[src/rtl/arp_ctrl_if.sv]
// ARP transmit request bus between the resolution controller (master) and the ARP framer (slave).
interface arp_ctrl_if;
    logic        o_tx_valid;
    logic        i_tx_ready;
    logic [15:0] o_tx_op;
    logic [47:0] o_tx_dst_mac;
    logic [31:0] o_tx_dst_ip;

    modport master (
        output o_tx_valid, o_tx_op, o_tx_dst_mac, o_tx_dst_ip,
        input  i_tx_ready
    );

    modport slave (
        input  o_tx_valid, o_tx_op, o_tx_dst_mac, o_tx_dst_ip,
        output i_tx_ready
    );
endinterface

[src/rtl/arp_ctrl.sv]
// ARP resolution controller: single-entry IP->MAC cache, request/retry FSM, reply scheduling.
// Optional cache aging is enabled by defining ARP_CACHE_AGE_EN.
module arp_ctrl #(
    parameter int          P_TIMEOUT_CYC = 1_250_000,
    parameter int          P_MAX_RETRY   = 3,
    parameter logic [31:0] P_AGE_CYC     = 32'd3_750_000_000
) (
    input  logic        i_clk,
    input  logic        i_rst,
    input  logic [47:0] i_rx_dst_mac,
    input  logic [31:0] i_rx_dst_ip,
    input  logic        i_rx_dst_valid,
    input  logic        i_rx_trig_reply,
    input  logic [31:0] i_lookup_ip,
    input  logic        i_lookup_valid,
    output logic        o_lookup_ready,
    output logic [47:0] o_lookup_mac,
    output logic        o_lookup_done,
    output logic        o_lookup_fail,
    arp_ctrl_if.master  tx
);
    localparam logic [1:0] ST_IDLE     = 2'd0;
    localparam logic [1:0] ST_CHECK    = 2'd1;
    localparam logic [1:0] ST_SEND_REQ = 2'd2;
    localparam logic [1:0] ST_WAIT     = 2'd3;

    localparam int TW = $clog2(P_TIMEOUT_CYC + 1);
    localparam int RW = $clog2(P_MAX_RETRY + 1);

    logic [1:0]    state, state_nxt;
    logic          run;
    logic [31:0]   target_ip;
    logic [TW-1:0] timer;
    logic [RW-1:0] retry;
    logic [31:0]   cache_ip;
    logic [47:0]   cache_mac;
    logic          cache_vld;
    logic          age_expire;
    logic          rply_pend, rply_dirty;
    logic [47:0]   rply_mac;
    logic [31:0]   rply_ip;

    logic tx_hs, req_hs, rply_hs, hit, rx_match, timeout, retry_left;

    // run keeps ready low while reset is held, then tracks IDLE
    assign o_lookup_ready = run & (state == ST_IDLE);
    assign tx_hs      = tx.o_tx_valid & tx.i_tx_ready;
    assign req_hs     = tx_hs & (tx.o_tx_op == 16'd1);
    assign rply_hs    = tx_hs & (tx.o_tx_op == 16'd2);
    assign hit        = cache_vld & (cache_ip == target_ip);
    assign rx_match   = i_rx_dst_valid & (i_rx_dst_ip == target_ip);
    assign timeout    = (timer == TW'(P_TIMEOUT_CYC - 1));
    assign retry_left = (retry < RW'(P_MAX_RETRY));

    always_comb begin
        state_nxt = state;
        case (state)
            ST_IDLE:     if (i_lookup_valid && o_lookup_ready) state_nxt = ST_CHECK;
            ST_CHECK:    state_nxt = hit ? ST_IDLE : ST_SEND_REQ;
            ST_SEND_REQ: if (req_hs) state_nxt = ST_WAIT;
            ST_WAIT: begin
                if (rx_match)     state_nxt = ST_IDLE;
                else if (timeout) state_nxt = retry_left ? ST_SEND_REQ : ST_IDLE;
            end
            default:     state_nxt = ST_IDLE;
        endcase
    end

    always_ff @(posedge i_clk or posedge i_rst) begin
        if (i_rst) begin
            state         <= ST_IDLE;
            run           <= 1'b0;
            target_ip     <= '0;
            timer         <= '0;
            retry         <= '0;
            o_lookup_mac  <= '0;
            o_lookup_done <= 1'b0;
            o_lookup_fail <= 1'b0;
        end else begin
            state         <= state_nxt;
            run           <= 1'b1;
            o_lookup_done <= 1'b0;
            o_lookup_fail <= 1'b0;
            if (state == ST_IDLE && state_nxt == ST_CHECK) begin
                target_ip <= i_lookup_ip;
                retry     <= '0;
            end
            if (state == ST_CHECK && hit) begin
                o_lookup_done <= 1'b1;
                o_lookup_mac  <= cache_mac;
            end
            if (state == ST_SEND_REQ && req_hs) begin
                timer <= '0;
                if (retry != RW'(P_MAX_RETRY)) retry <= retry + 1'b1;
            end
            if (state == ST_WAIT) begin
                if (!timeout) timer <= timer + 1'b1;
                if (rx_match) begin
                    o_lookup_done <= 1'b1;
                    o_lookup_mac  <= i_rx_dst_mac;
                end else if (timeout && !retry_left) begin
                    o_lookup_fail <= 1'b1;
                end
            end
        end
    end

    always_ff @(posedge i_clk or posedge i_rst) begin
        if (i_rst) begin
            cache_vld <= 1'b0;
            cache_ip  <= '0;
            cache_mac <= '0;
        end else if (i_rx_dst_valid) begin
            cache_vld <= 1'b1;
            cache_ip  <= i_rx_dst_ip;
            cache_mac <= i_rx_dst_mac;
        end else if (age_expire) begin
            cache_vld <= 1'b0;
        end
    end

`ifdef ARP_CACHE_AGE_EN
    logic [31:0] age;
    assign age_expire = cache_vld & (age == P_AGE_CYC - 32'd1);

    always_ff @(posedge i_clk or posedge i_rst) begin
        if (i_rst)                             age <= '0;
        else if (i_rx_dst_valid)               age <= '0;
        else if (cache_vld && !age_expire)     age <= age + 32'd1;
    end
`else
    logic unused_age;
    assign age_expire = 1'b0;
    assign unused_age = ^P_AGE_CYC;
`endif

    // dirty marks a trigger that arrived while the port was busy, so the in-flight
    // reply's handshake must not retire it
    always_ff @(posedge i_clk or posedge i_rst) begin
        if (i_rst) begin
            rply_pend  <= 1'b0;
            rply_dirty <= 1'b0;
            rply_mac   <= '0;
            rply_ip    <= '0;
        end else if (i_rx_trig_reply) begin
            rply_pend  <= 1'b1;
            rply_dirty <= tx.o_tx_valid;
            rply_mac   <= i_rx_dst_mac;
            rply_ip    <= i_rx_dst_ip;
        end else if (rply_hs) begin
            rply_pend  <= rply_dirty;
        end else if (!tx.o_tx_valid && rply_pend) begin
            rply_dirty <= 1'b0;
        end
    end

    // replies take priority whenever the port is idle; fields freeze while valid
    always_ff @(posedge i_clk or posedge i_rst) begin
        if (i_rst) begin
            tx.o_tx_valid   <= 1'b0;
            tx.o_tx_op      <= '0;
            tx.o_tx_dst_mac <= '0;
            tx.o_tx_dst_ip  <= '0;
        end else if (tx_hs) begin
            tx.o_tx_valid   <= 1'b0;
        end else if (!tx.o_tx_valid) begin
            if (i_rx_trig_reply) begin
                tx.o_tx_valid   <= 1'b1;
                tx.o_tx_op      <= 16'd2;
                tx.o_tx_dst_mac <= i_rx_dst_mac;
                tx.o_tx_dst_ip  <= i_rx_dst_ip;
            end else if (rply_pend) begin
                tx.o_tx_valid   <= 1'b1;
                tx.o_tx_op      <= 16'd2;
                tx.o_tx_dst_mac <= rply_mac;
                tx.o_tx_dst_ip  <= rply_ip;
            end else if (state_nxt == ST_SEND_REQ) begin
                tx.o_tx_valid   <= 1'b1;
                tx.o_tx_op      <= 16'd1;
                tx.o_tx_dst_mac <= 48'hFFFF_FFFF_FFFF;
                tx.o_tx_dst_ip  <= target_ip;
            end
        end
    end
endmodule

[src/flat_wrapper.sv]
// flat-port wrapper written by rule: the top's interface ports become plain ports
module arp_ctrl_flat 
#(
    parameter int          P_TIMEOUT_CYC = 1_250_000,
    parameter int          P_MAX_RETRY   = 3,
    parameter logic [31:0] P_AGE_CYC     = 32'd3_750_000_000
)
  (i_clk, i_rst, i_rx_dst_mac, i_rx_dst_ip, i_rx_dst_valid, i_rx_trig_reply, i_lookup_ip, i_lookup_valid, o_lookup_ready, o_lookup_mac, o_lookup_done, o_lookup_fail, tx_o_tx_valid, tx_o_tx_op, tx_o_tx_dst_mac, tx_o_tx_dst_ip, tx_i_tx_ready);
  arp_ctrl_if tx_i ();
  input  logic i_clk;
  input  logic i_rst;
  input  logic [47:0] i_rx_dst_mac;
  input  logic [31:0] i_rx_dst_ip;
  input  logic i_rx_dst_valid;
  input  logic i_rx_trig_reply;
  input  logic [31:0] i_lookup_ip;
  input  logic i_lookup_valid;
  output logic o_lookup_ready;
  output logic [47:0] o_lookup_mac;
  output logic o_lookup_done;
  output logic o_lookup_fail;
  output wire logic [$bits(tx_i.o_tx_valid)-1:0] tx_o_tx_valid;
  output wire logic [$bits(tx_i.o_tx_op)-1:0] tx_o_tx_op;
  output wire logic [$bits(tx_i.o_tx_dst_mac)-1:0] tx_o_tx_dst_mac;
  output wire logic [$bits(tx_i.o_tx_dst_ip)-1:0] tx_o_tx_dst_ip;
  input wire logic [$bits(tx_i.i_tx_ready)-1:0] tx_i_tx_ready;
  assign tx_o_tx_valid = tx_i.o_tx_valid;
  assign tx_o_tx_op = tx_i.o_tx_op;
  assign tx_o_tx_dst_mac = tx_i.o_tx_dst_mac;
  assign tx_o_tx_dst_ip = tx_i.o_tx_dst_ip;
  assign tx_i.i_tx_ready = tx_i_tx_ready;
  arp_ctrl #(.P_TIMEOUT_CYC(P_TIMEOUT_CYC), .P_MAX_RETRY(P_MAX_RETRY), .P_AGE_CYC(P_AGE_CYC)) u_core (.i_clk(i_clk), .i_rst(i_rst), .i_rx_dst_mac(i_rx_dst_mac), .i_rx_dst_ip(i_rx_dst_ip), .i_rx_dst_valid(i_rx_dst_valid), .i_rx_trig_reply(i_rx_trig_reply), .i_lookup_ip(i_lookup_ip), .i_lookup_valid(i_lookup_valid), .o_lookup_ready(o_lookup_ready), .o_lookup_mac(o_lookup_mac), .o_lookup_done(o_lookup_done), .o_lookup_fail(o_lookup_fail), .tx(tx_i));
endmodule
[config.mk]
export PLATFORM = sky130hd
export DESIGN_NAME = arp_ctrl_flat
export DESIGN_NICKNAME = d
export VERILOG_FILES = /design/src/rtl/arp_ctrl_if.sv /design/src/rtl/arp_ctrl.sv /design/src/flat_wrapper.sv
export SDC_FILE = /design/constraint.sdc
export NUM_CORES = 1
export LEC_CHECK = 0
export ABC_AREA = 0
export ABC_CLOCK_PERIOD_IN_PS = 26500
export CAP_MARGIN = 5
export CORE_UTILIZATION = 57
export DETAILED_ROUTE_END_ITERATION = 7
export PLACE_DENSITY = 0.91
export SYNTH_ARGS = -nofsm -noshare
export SYNTH_HDL_FRONTEND = slang
export SYNTH_SLANG_ARGS = --single-unit
export TNS_END_PERCENT = 10
[constraint.sdc]
create_clock -name i_clk -period 26.5 [get_ports i_clk]
set_clock_uncertainty 0.1 [all_clocks]
set_input_delay 5.3 -clock i_clk [delete_from_list [all_inputs] [get_ports i_clk]]
set_output_delay 5.3 -clock i_clk [all_outputs]
set_load 0.01 [all_outputs]
==> results of run 1 <==
==> layer usage <==
metal	GRT usage	wire (µm)	vias to the layer above
met4	0.1703	2418	0
met1	0.3800	16020	5917
met3	0.06783	3153	142
met2	0.4832	19840	518
li1	-	-	5148
met5	0	0	-
==> critical path: cells and delay by family <==
| kind | cells | cell delay (ns) |
|---|---|---|
| simple gates | 4 | 1.91 |
| compound gates | 2 | 0.76 |
| buf+inv | 1 | 0.46 |
| xor+xnor | 1 | 0.28 |
==> logic make-up (layout without fill, tap and decap cells) <==
family / count (synthesis) / count (layout) / share of synthesized area
simple gates: 390 / 390 / 0.1111
flops: 354 / 354 / 0.5672
mux: 244 / 244 / 0.1762
compound gates: 195 / 195 / 0.06626
buf+inv: 132 / 370 / 0.04014
xor+xnor: 66 / 66 / 0.03701
fa+ha+maj: 2 / 2 / 0.001602
other cells: 2 / 21 / 0.0004809
==> synthesized netlist by cell type, types with 2 or more instances <==
cell / count
inv_1: 40
o21ai_0: 84
nor4b_1: 3
and2_1: 3
and4_2: 2
buf_12: 3
buf_2: 3
xnor2_1: 57
buf_4: 15
nor2_1: 117
nand2_1: 156
mux2_4: 29
nor3_1: 51
nand4_1: 18
nor4_1: 4
o31ai_1: 3
clkbuf_1: 54
and3_1: 8
dfrtp_1: 354
mux2i_1: 84
a21oi_1: 99
o211ai_1: 2
nand3_1: 14
conb_1: 2
mux2_2: 131
buf_1: 14
xor2_1: 9
ha_1: 2
clkdlybuf4s50_2: 2
==> registers in the layout, summed over array words and instances (netlist names), 21 cells and up <==
register,cells
u_core.target_ip,32
u_core.timer,21
u_core.cache_mac,48
u_core.tx.o_tx_dst_ip,32
u_core.o_lookup_mac,48
u_core.rply_mac,48
u_core.tx.o_tx_dst_mac,48
u_core.rply_ip,32
u_core.cache_ip,32
==> layout make-up <==
type                       instances  area (µm²)
inverter                          40       157.7
clock buffer                      57        1154
timing repair buffer             264        2605
multi-input combinational        912        6203
antenna                            6       15.01
fill                            1702        7430
tap                              341       426.7
sequential                       354        8861
clock inverter                     9       98.84
==> where the power goes <==
part           switching (mW)  internal, mW  total [mW]
clock network           0.219         0.312       0.531
logic                   0.233         0.249       0.482
registers              0.0827         0.641       0.724
total                   0.535          1.20        1.74
==> worst paths after layout <==
kind / slack [ns] / cells past startpoint / end / startpoint
worst max register to register: 22.20 / 7 / u_core.tx.o_tx_dst_ip[29] / u_core.tx.o_tx_valid
worst min-delay path: 0.36 / 1 / u_core.cache_vld / u_core.cache_vld
worst min register to register: 0.36 / 1 / u_core.cache_vld / u_core.cache_vld
max in group asynchronous: 18.51 / 4 / u_core.cache_mac[20] / i_rst
worst max-delay path: 18.08 / 8 / u_core.tx.o_tx_dst_mac[39] / i_rx_dst_ip[24]
min in group asynchronous: 5.25 / 2 / u_core.rply_ip[26] / i_rst
==> through the flow <==
stage               std cells  utilization  hold slack (ns)
floorplan                1398            -           0.3275
global placement         1911       0.6773           0.3436
detailed placement       1911       0.6773           0.3448
CTS                      1977       0.7238           0.3621
global route             1983       0.7243           0.3700
finish                   1983       0.7243           0.3614
==> flow_summary.yaml, run 1 <==
status:
  status: "completed"
timing:
  drv_slew: 0
  hold_violations: 0
  fin_tns_setup_ns: 0
  slew_headroom: 0.2058
  fin_crit_sh: 0.3178
  finalCriticalPeriod_ns: 8.422
  setup_viol: 0
  fmax_ghz: 0.1187
  rsz0062_at_grt: "false"
  worstMarginPinSlew_ns: 1.191
  final.setup.worst_slack_ns: 18.08
place:
  post-place-ws_ns: 17.65
  dp_hpwl_mm: 26.38
  place_congestion: 0.9005
  placed_cell_area_mm2: 0.01825
  numPortBuffers: 251
die:
  dieWidth_um: 167.5
  coreArea_mm2: 0.02695
  dieArea_mm2: 0.02806
  initial_core_util: 0.5795
  ios: 266
  dieHeight_um: 167.5
  rows: 60
setup_path:
  worstPathArrival_ns: 8.73
  crit_fanout: 50
  worstSetupPathType: "in2reg"
  critPathCaptureType: "register"
  cp_slowest_stage_delay_ns: 0.89
  path_cells: "clkdlybuf4s50_1 > xnor2_1 > nand4_1 > nor4_1 > and4_2 > a221o_2 > nand3_2 > a21oi_1"
  start_kind: "primary input"
  critical_path_required_ns: 26.81
  crit_slowest_cell: "nand3_2"
yosys:
  postSynthCellCount: 1385
  synth_area_leaders: "dfrtp_1 57%, mux2_2 9.4%, mux2i_1 5.4%"
  syn_area_mm2: 0.01562
  synth_top_area_frac: 0.5672
  synth_ff_type: "dfrtp_1"
  yosys.cell_types.count: 51
  async_flop_share: 1.000
  ys_warn_count: 0
  syn_area_per_cell_um2: 11.28
  ys_ff_latch: 354
  synth_edf_count: 0
  synth_area_leader_cell: "dfrtp_1"
  synth_sequential_area_ratio: 0.5672
final_layout:
  final_area_mm2: 0.01952
  nets: 1730
  drive_gt1_frac: 0.1565
  final_common_cell: "dfrtp_1"
  mostFrequentLayoutCells: "352 x dfrtp_1, 249 x clkdlybuf4s50_1, 155 x nand2_1"
  syn_to_final_growth_pct: 25.00
clock_tree:
  insertion_delay_ns: 0.53
  cts_buffers: 38
  h-tree-depth: 2
  holdBufCountCts: 0
  cts_resized: 0
  tritoncts: "done"
  cts.clk_slew.worst_paths_ns: 0.06
  cts.sinks: 354
  cts_root_buf: "clkbuf_16"
  cts_buffer_depth: 3
  cts_setup_buffers: 0
routing:
  drc: 0
  vias_per_cell: 5.913
  routedWlPerCell_um: 20.89
  wirelength_mm: 41.43
  via_count: 11730
  ant_nets: 0
  drt_first_pass_iters: 5
  drtIter0Drc: 1031
power:
  ir_worst_vdd_mv: 0.06350
  powerDensity_mw_per_mm2: 88.95
  power_mw: 1.736
  leakagePower_nw: 8.774
global_route:
  grt_max_degree: 141
  grt-ovfl-total: 0
  track_usage: 0.3014
  antenna_found_initial: 6
  grt_pass1_wl_mm: 66.16
  first_global_vias: 12170
min_path:
  hp-class: "reg2reg"
flow_run:
  cap_violations: 0
Note: power is estimated with default switching activity, not from simulation.
==> inputs of run 2 (changes only) <==
--- a/config.mk
+++ b/config.mk
@@ -6,11 +6,11 @@
 export NUM_CORES = 1
 export LEC_CHECK = 0
 export ABC_AREA = 0
-export ABC_CLOCK_PERIOD_IN_PS = 26500
+export ABC_CLOCK_PERIOD_IN_PS = 6800
 export CAP_MARGIN = 5
-export CORE_UTILIZATION = 57
+export CORE_UTILIZATION = 48
 export DETAILED_ROUTE_END_ITERATION = 7
-export PLACE_DENSITY = 0.91
+export PLACE_DENSITY = 0.82
 export SYNTH_ARGS = -nofsm -noshare
 export SYNTH_HDL_FRONTEND = slang
 export SYNTH_SLANG_ARGS = --single-unit
==> constraint.sdc (replaced) <==
create_clock -name i_clk -period 6.8 [get_ports i_clk]
set_clock_uncertainty 0.1 [all_clocks]
set_input_delay 1.36 -clock i_clk [delete_from_list [all_inputs] [get_ports i_clk]]
set_output_delay 1.36 -clock i_clk [all_outputs]
set_load 0.01 [all_outputs]
==> run 2 against run 1 <==
Net effect: sequential share of layout area down 0.58 points; count of clock-buffer cells in the layout down 4; final cell count up 4.6%; sequential power rose to 3.8 times the previous value; register-to-register slack worse by 19 ns; power rose to 4.0 times the previous value; global-route usage down 5.5 points; first-iteration DRC count down 19%; clock power rose to 4.2 times the previous value; die area up 19%; non-clock buffer count unchanged.
==> flow_summary.yaml, run 2 (same netlist as run 1, synthesis figures left out) <==
setup_path:
  crit_slowest_cell: "a31oi_4"
  r2r_setup_slack_ns: 2.90
  endpoint: "u_core.tx.o_tx_dst_ip[7]"
  start_kind: "primary input"
  path_cells: "clkdlybuf4s50_1 > xnor2_1 > nand4_1 > nor4_1 > nand4_1 > nor3b_2 > a31oi_4 > buf_4 > mux2_4"
  crit_start: "i_rx_dst_ip[22]"
  r2r-start: "u_core.target_ip[22]"
  r2r-end: "u_core.tx.o_tx_dst_ip[7]"
  critical_path_required_ns: 7.11
  worstSetupPathType: "in2reg"
  crit_fanout: 20
  worstPathArrival_ns: 5.08
  crit_top_cell: "nand4_1"
  cp_slowest_stage_delay_ns: 0.87
  critPathCaptureType: "register"
  reg2reg_depth: 8
timing:
  hold_violations: 0
  fin_crit_sh: 0.7013
  fmax_ghz: 0.2097
  fin_tns_setup_ns: 0
  finalCriticalPeriod_ns: 4.769
  slew_headroom: 0.2697
  drv_slew: 0
  worstMarginPinSlew_ns: 1.095
  setup_viol: 0
  rsz0062_at_grt: "false"
place:
  dp_hpwl_mm: 26.07
  numPortBuffers: 251
  place_congestion: 0.8957
clock_tree:
  cts_buffers: 38
  cts_setup_buffers: 0
  cts_buffer_depth: 3
  h-tree-depth: 2
  cts_resized: 0
  insertion_delay_ns: 0.53
  tritoncts: "done"
  cts.clk_slew.worst_paths_ns: 0.06
  cts_root_buf: "clkbuf_16"
  cts.sinks: 354
  holdBufCountCts: 0
final_layout:
  syn_to_final_growth_pct: 26.61
  final_common_cell: "dfrtp_1"
  multi_input_area_mm2: 0.006208
  mostFrequentLayoutCells: "352 x dfrtp_1, 249 x clkdlybuf4s50_1, 155 x nand2_1"
  n_fill_cell: 2414
  drive_gt1_frac: 0.1592
  nets: 1730
  ff_latch_area_mm2: 0.008861
routing:
  routedWlPerCell_um: 19.46
  drtIter0Drc: 840
  vias_per_cell: 5.416
  drt_first_pass_iters: 5
  wirelength_mm: 40.38
  via_count: 11240
  ant_nets: 0
  drc: 0
die:
  coreArea_mm2: 0.03180
  dieWidth_um: 182.4
  dieArea_mm2: 0.03326
  ios: 266
  dieHeight_um: 182.4
  rows: 65
  initial_core_util: 0.4911
global_route:
  grt_max_degree: 177
  grt-ovfl-total: 0
  track_usage: 0.2468
  first_global_vias: 11670
  grt_pass1_wl_mm: 64.38
  antenna_found_initial: 2
power:
  ir_worst_vdd_mv: 0.2221
  power_mw: 6.918
  leakagePower_nw: 8.842
  powerDensity_mw_per_mm2: 349.9
min_path:
  hp-class: "reg2reg"
  hold_depth: 1
status:
  status: "completed"
flow_run:
  cap_violations: 0
## run 2: changes by cell type in the layout (fill, tap and decap cells not counted)
cell | before | now
bufinv_16 | 1 | 6
diode_2 | 6 | 1
clkinv_2 | 3 | 6
buf_12 | 0 | 2
buf_4 | 15 | 13
clkbuf_1 | 7 | 5
clkbuf_8 | 11 | 9
clkinv_4 | 2 | 0
clkinvlp_4 | 1 | 3
inv_8 | 1 | 0
nand2_2 | 2 | 1
nand2_4 | 0 | 1
## run 2: worst min-delay path by stage
stage	startpoint	to
after floorplan	u_core.cache_vld	u_core.cache_vld
after global placement	u_core.cache_vld	u_core.cache_vld
after detailed placement	u_core.cache_vld	u_core.cache_vld
after CTS	u_core.cache_vld	u_core.cache_vld
after global routing	u_core.cache_vld	u_core.cache_vld
final	u_core.cache_vld	u_core.cache_vld
## run 2: report_power, final
group / switching, mW / internal (mW) / leakage (nW)
combinational: 0.925 / 0.976 / 4.12
sequential: 0.275 / 2.50 / 4.05
clock: 0.860 / 1.38 / 0.674
total: 2.06 / 4.86 / 8.84
## run 2: layout make-up
| type | count | share of cell area |
|---|---|---|
| clock inverters | 16 | 0.01285 |
| clock buffers | 53 | 0.05657 |
| multi-input cells | 912 | 0.3140 |
| flip-flops and latches | 354 | 0.4481 |
| diodes | 1 | 0.0001266 |
| well taps | 435 | 0.02753 |
| repair buffers | 264 | 0.1330 |
| inverters | 40 | 0.007783 |
## run 2: critical path: cells and delay by family
kind | cells | cell delay (ns)
and+or+nand+nor | 4 | 1.30
xor gates and xnor gates | 1 | 0.33
muxes | 1 | 0.33
buffers and inverters | 2 | 0.89
AOI/OAI and AO/OA | 1 | 0.87
## run 2: routing by layer
metal,share of wire,up-vias,track usage
li1,-,5145,-
met1,0.42,5679,0.3201
met2,0.49,324,0.4066
met3,0.062,88,0.05628
met4,0.030,2,0.08941
met5,0.00032,-,0
## run 2: per-stage QoR
step | std cells | cell area [µm²] | hold slack (ns) | setup slack [ns] | utilization
final | 2075 | 19770 | 0.3692 | 2.031 | 0.6218
after global routing | 2075 | 19770 | 0.3897 | 1.998 | 0.6218
after CTS | 2074 | 19770 | 0.3681 | 2.145 | 0.6217
after detailed placement | 2005 | 18400 | 0.3552 | 1.724 | 0.5786
after global placement | 2005 | 18400 | 0.3455 | 1.788 | 0.5786
after floorplan | 1398 | 15670 | 0.3275 | 0.5976 | -
